[config.mk]
export PLATFORM = sky130hd
export DESIGN_NAME = bath_sequencer
export DESIGN_NICKNAME = d
export VERILOG_FILES = /design/src/rtl/bath_sequencer.sv
export SDC_FILE = /design/constraint.sdc
export NUM_CORES = 1
export LEC_CHECK = 0
export ABC_CLOCK_PERIOD_IN_PS = 1900
export BUFFER_PORTS_ARGS = -buffer_cell sky130_fd_sc_hd__buf_4
export CORE_MARGIN = 2
export CORE_UTILIZATION = 49
export DETAILED_ROUTE_END_ITERATION = 8
export PLACE_DENSITY = 0.75
export SLEW_MARGIN = 20
export SYNTH_ARGS = -nofsm -noshare
export SYNTH_HDL_FRONTEND = slang
export SYNTH_SLANG_ARGS = --single-unit
[constraint.sdc]
create_clock -name clk -period 1.9 [get_ports clk]
set_clock_uncertainty 0.15 [all_clocks]
set_input_delay 0.095 -clock clk [delete_from_list [all_inputs] [get_ports clk]]
set_output_delay 0.095 -clock clk [all_outputs]
set_load 0.01 [all_outputs]
[src/rtl/bath_sequencer.sv]
// Bathroom appliance cycle sequencer: one-hot mode presses drive a timed
// PREP -> RUN -> DRAIN program with heater/pump enables and a done pulse.
module bath_sequencer #(
  parameter logic [7:0] PREP_S  = 8'd3,
  parameter logic [7:0] RUN_A   = 8'd60,
  parameter logic [7:0] RUN_B   = 8'd30,
  parameter logic [7:0] RUN_C   = 8'd20,
  parameter logic [7:0] RUN_D   = 8'd10,
  parameter logic [7:0] DRAIN_S = 8'd4
) (
  input  logic       clk,
  input  logic       rst_n,
  input  logic       tick,
  input  logic       enable,
  input  logic [3:0] req,
  output logic [3:0] mode,
  output logic [1:0] state,
  output logic [7:0] remaining,
  output logic       heater,
  output logic       pump,
  output logic       busy,
  output logic       done
);

  typedef enum logic [1:0] {
    S_IDLE  = 2'd0,
    S_PREP  = 2'd1,
    S_RUN   = 2'd2,
    S_DRAIN = 2'd3
  } state_e;

  state_e     state_q, state_d;
  logic [3:0] mode_q, mode_d;
  logic [7:0] remaining_q, remaining_d;
  logic [3:0] prev_req_q, prev_req_d;
  logic       done_q, done_d;

  logic [3:0] press_s;
  logic       valid_press_s;
  logic       same_mode_s;
  logic       last_tick_s;

  function automatic logic is_onehot(input logic [3:0] v);
    return (v != 4'd0) && ((v & (v - 4'd1)) == 4'd0);
  endfunction

  function automatic logic [7:0] run_len(input logic [3:0] m);
    logic [7:0] len;
    case (m)
      4'b1000: len = RUN_A;
      4'b0100: len = RUN_B;
      4'b0010: len = RUN_C;
      4'b0001: len = RUN_D;
      default: len = RUN_A;
    endcase
    return len;
  endfunction

  // Next-state, mode, countdown and done computation
  always_comb begin
    press_s       = req & ~prev_req_q;
    valid_press_s = enable && is_onehot(press_s);
    same_mode_s   = (press_s == mode_q);
    last_tick_s   = (remaining_q == 8'd1);

    state_d     = state_q;
    mode_d      = mode_q;
    remaining_d = remaining_q;
    done_d      = 1'b0;
    // prev_req keeps following req even during abort so a held button stays inert
    prev_req_d  = req;

    if (!enable) begin
      state_d     = S_IDLE;
      mode_d      = 4'd0;
      remaining_d = 8'd0;
    end else begin
      case (state_q)
        S_IDLE: begin
          if (valid_press_s) begin
            state_d     = S_PREP;
            mode_d      = press_s;
            remaining_d = PREP_S;
          end else begin
            state_d = S_IDLE;
          end
        end
        S_PREP: begin
          if (valid_press_s) begin
            if (same_mode_s) begin
              state_d     = S_DRAIN;
              remaining_d = DRAIN_S;
            end else begin
              mode_d      = press_s;
              remaining_d = PREP_S;
            end
          end else if (tick) begin
            if (last_tick_s) begin
              state_d     = S_RUN;
              remaining_d = run_len(mode_q);
            end else begin
              remaining_d = remaining_q - 8'd1;
            end
          end else begin
            state_d = S_PREP;
          end
        end
        S_RUN: begin
          if (valid_press_s) begin
            if (same_mode_s) begin
              state_d     = S_DRAIN;
              remaining_d = DRAIN_S;
            end else begin
              state_d     = S_PREP;
              mode_d      = press_s;
              remaining_d = PREP_S;
            end
          end else if (tick) begin
            if (last_tick_s) begin
              state_d     = S_DRAIN;
              remaining_d = DRAIN_S;
            end else begin
              remaining_d = remaining_q - 8'd1;
            end
          end else begin
            state_d = S_RUN;
          end
        end
        S_DRAIN: begin
          // Presses are deliberately ignored while draining
          if (tick) begin
            if (last_tick_s) begin
              state_d     = S_IDLE;
              mode_d      = 4'd0;
              remaining_d = 8'd0;
              done_d      = 1'b1;
            end else begin
              remaining_d = remaining_q - 8'd1;
            end
          end else begin
            state_d = S_DRAIN;
          end
        end
        default: begin
          state_d     = S_IDLE;
          mode_d      = 4'd0;
          remaining_d = 8'd0;
        end
      endcase
    end
  end

  // State and datapath registers with synchronous active-low reset
  always_ff @(posedge clk) begin
    if (!rst_n) begin
      state_q     <= S_IDLE;
      mode_q      <= 4'd0;
      remaining_q <= 8'd0;
      prev_req_q  <= 4'b1111;
      done_q      <= 1'b0;
    end else begin
      state_q     <= state_d;
      mode_q      <= mode_d;
      remaining_q <= remaining_d;
      prev_req_q  <= prev_req_d;
      done_q      <= done_d;
    end
  end

  assign mode      = mode_q;
  assign state     = state_q;
  assign remaining = remaining_q;
  assign done      = done_q;
  assign heater    = (state_q == S_PREP) || (state_q == S_RUN);
  assign pump      = (state_q == S_RUN) || (state_q == S_DRAIN);
  assign busy      = (state_q != S_IDLE);

endmodule

==> results.md <==
* Number of global-route vias before repair at 1516
* Peak VDD IR at 0.4204 mV
* Flops & latches, synth at 19
* Syn_nets at 175
* WHS at 0.07670 ns
* Finished Core Util at 74.80%
* Hold WC Path Type: in2reg
* Worst Setup End Kind: flop
* CTS tree: yes
* Worst Max-Slew Pin Slew at 0.4215 ns
* Routed len/inst at 17.05 um
* Largest net degree at the start of global routing at 11
* LEAKAGE at 0.8263 nW
* Vias per inst at 5.933
* Num CTS Buffers at 3
* Final Cycle Share at 107.6%
* Worst slack, placed at -0.1023 ns
* Clock sinks at 19
* # fillers at 201
* Cell Area, Synth at 1363 um2
* Met1 wire length at 1.837 mm
* Synthesis Warnings at 0
* Number of flops mapped to enable cells by yosys at 0
* Antenna diode count at 0
* CP cell instances: and2b_2 -> xnor2_4 -> o21a_4 -> or3_4 -> a21oi_2 -> o21ai_1 -> o221a_1
* Iteration-0 DRC Markers at 82
* CP max FO at 4
* Data required time of the worst path at 1.96 ns
* DP Cell Count at 244
* Multi-input gate area at 1052 um2
* Initial Utilization at 50.72%
* Kind of critical path: reg2reg
* Cells after Synth at 161
* Syn avg cell area at 8.463 um2
* RD Place Congestion at 0.9038
* Failing checks: negative setup slack
* Design Area, Final at 2009 um2
* CTS clock-pin slew for the worst setup and hold paths at 0.13 ns
* Critical path's top delay family: compound AO/OA/AOI/OAI gates
* Initial antenna violation count at 0
* Clock latency at the later pin of the worst-skew pair at 0.31 ns
* Status: finished, violations left
* Met3 routed WL at 212 um
* PortBufs at 25
* Antenna-violating nets left at 0
* Fmax at 489.2 MHz
* Fin worst setup slack at -0.1443 ns
* TNS Setup at -0.9723 ns
* DPL Wire Length at 3.173 mm
* First-pass GRT wire length at 6.996 mm
* Sequential area share after synthesis at 27.92%
* Area grow syn2layout at 47.47%
* Root buffer cell: clkbuf_4
* RSZ-0062 raised after global routing: yes
* Site row count at 19
* Die height at 56.73 um
* Drt first pass iters at 4
* Nets at 238
* Startpoint types: flop
* Final WL at 4.331 mm
* Placed cell area at 1818 um2
* Pwr Density at 444.0 nW/um2
* Met2 routed WL at 2.216 mm
* Endpoints failing hold at 0
* Max-Cap Viols at 0
* H-Tree Level Count at 1
* DR top layer: met4
* Via Count at 1507
* Total grt overflow at 0
* Slowest CP cell: or3_4
* Final setup fails at 14
* Total die area at 3218 um2
* Fin cells at 254
* CP arrival at 2.10 ns
* Pwr Total at 0.8921 mW
* Gr usage total at 27.87%
* Max Slew Vio Count at 0
* Post-route DRC violation count at 0
* Area of the core at 2686 um2
* Fin crit period at 2.044 ns
* Worst slew margin at 71.50%
* Die Wd at 56.73 um
* Synth unique cells at 51
* CTS max path bufs at 2
* Top_reg_cell synth: dfxtp_1
* Io pins at 26
* Fraction of registers with async set or reset after synthesis at 0%
* Sequential cell area at 389.1 um2
* Bufs and invs on worst path at 0
* Share of layout cells above drive strength 1 at 45.29%
* Slowest stage delay, CP at 0.36 ns
[sequential cells by signal, summed over array words and instances (netlist names)]
signal,flops
mode,4
done,1
state,2
remaining,8
prev_req_q,4
[routing by layer]
layer	vias up	global-route usage, %
met5	-	0
li1	713	-
met2	49	47.51
met1	734	35.69
met3	11	4.147
met4	0	9.635
[tightest hold or removal path: stages]
cell and delay (ns):
buf_4 0.14, nand2_1 0.19, nor3_1 0.08
[kinds of logic (layout without fill, tap and decap cells)]
| kind of cell | count (synthesis) | in the layout | share of synthesized area (%) |
|---|---|---|---|
| simple gates | 65 | 65 | 29.39 |
| mux | 1 | 1 | 0.7346 |
| buf+inv | 11 | 73 | 3.030 |
| xor+xnor | 11 | 11 | 7.622 |
| compound gates | 48 | 48 | 25.80 |
| flops | 19 | 19 | 27.92 |
| fa+ha+maj | 6 | 6 | 5.509 |
[cells in the mapped netlist (2+ instances only)]
| library cell | n | area, um2 |
|---|---|---|
| a21oi_1 | 8 | 40.04 |
| o221ai_1 | 2 | 17.52 |
| dfxtp_1 | 19 | 380.4 |
| o221a_1 | 2 | 22.52 |
| xor2_1 | 2 | 17.52 |
| nor3_1 | 9 | 45.04 |
| nand3_1 | 3 | 15.01 |
| nor2b_4 | 3 | 41.29 |
| ha_1 | 6 | 75.07 |
| a22o_1 | 4 | 35.03 |
| or2_2 | 2 | 12.51 |
| o32ai_1 | 3 | 26.28 |
| inv_1 | 9 | 33.78 |
| nor2_1 | 11 | 41.29 |
| nor3b_2 | 2 | 25.02 |
| or3_1 | 2 | 12.51 |
| xnor2_1 | 8 | 70.07 |
| a211o_1 | 2 | 17.52 |
| nand2b_1 | 5 | 31.28 |
| o21ai_0 | 13 | 65.06 |
| nand2_1 | 16 | 60.06 |
[power by group]
part / total [mW] / switching (mW) / internal, mW
logic: 0.248 / 0.128 / 0.120
registers: 0.416 / 0.00905 / 0.407
clock network: 0.228 / 0.146 / 0.0820
[layout by cell type (no fill, tap or decap), types with 3 or more instances in the layout]
cell,netlist,final
nand2b_1,5,5
inv_1,9,8
nor3_1,9,6
a22o_1,4,4
o21ai_1,1,3
nand2_1,16,15
nor2_1,11,10
o21ai_0,13,8
ha_1,6,5
buf_4,0,52
xnor2_1,8,8
nor2b_4,3,3
dfxtp_2,0,4
o21ai_2,1,4
clkbuf_4,0,3
dfxtp_1,19,14
a21oi_1,8,5
a21oi_2,1,4
nor3_2,0,3
dlygate4sd3_1,0,5
[final timing paths]
kind	cells after the start	startpoint	slack (ns)	endpoint
setup / recovery	7	prev_req_q[3]	-0.14	remaining[1]
hold / removal	3	tick	0.08	done
setup reg to reg	7	prev_req_q[3]	-0.14	remaining[1]
hold reg to reg	2	state[1]	0.39	state[1]
[timing repair]
action / CTS / global route
buffers inserted: 0 / 1
endpoints found under the setup margin: 13 / 14
hold endpoints to repair: 4 / 0
hold buffers: 5 / 0
gates resized for setup: 12 / 17
pin swaps: 4 / 9
[layout make-up]
cell class	count	area share [%]
clock buffer	4	1.308
inverter	10	1.993
sequential	19	19.36
tap	31	1.930
multi-input combinational	131	52.37
timing repair buffer	59	23.04
Note: power is estimated with default switching activity, not from simulation.
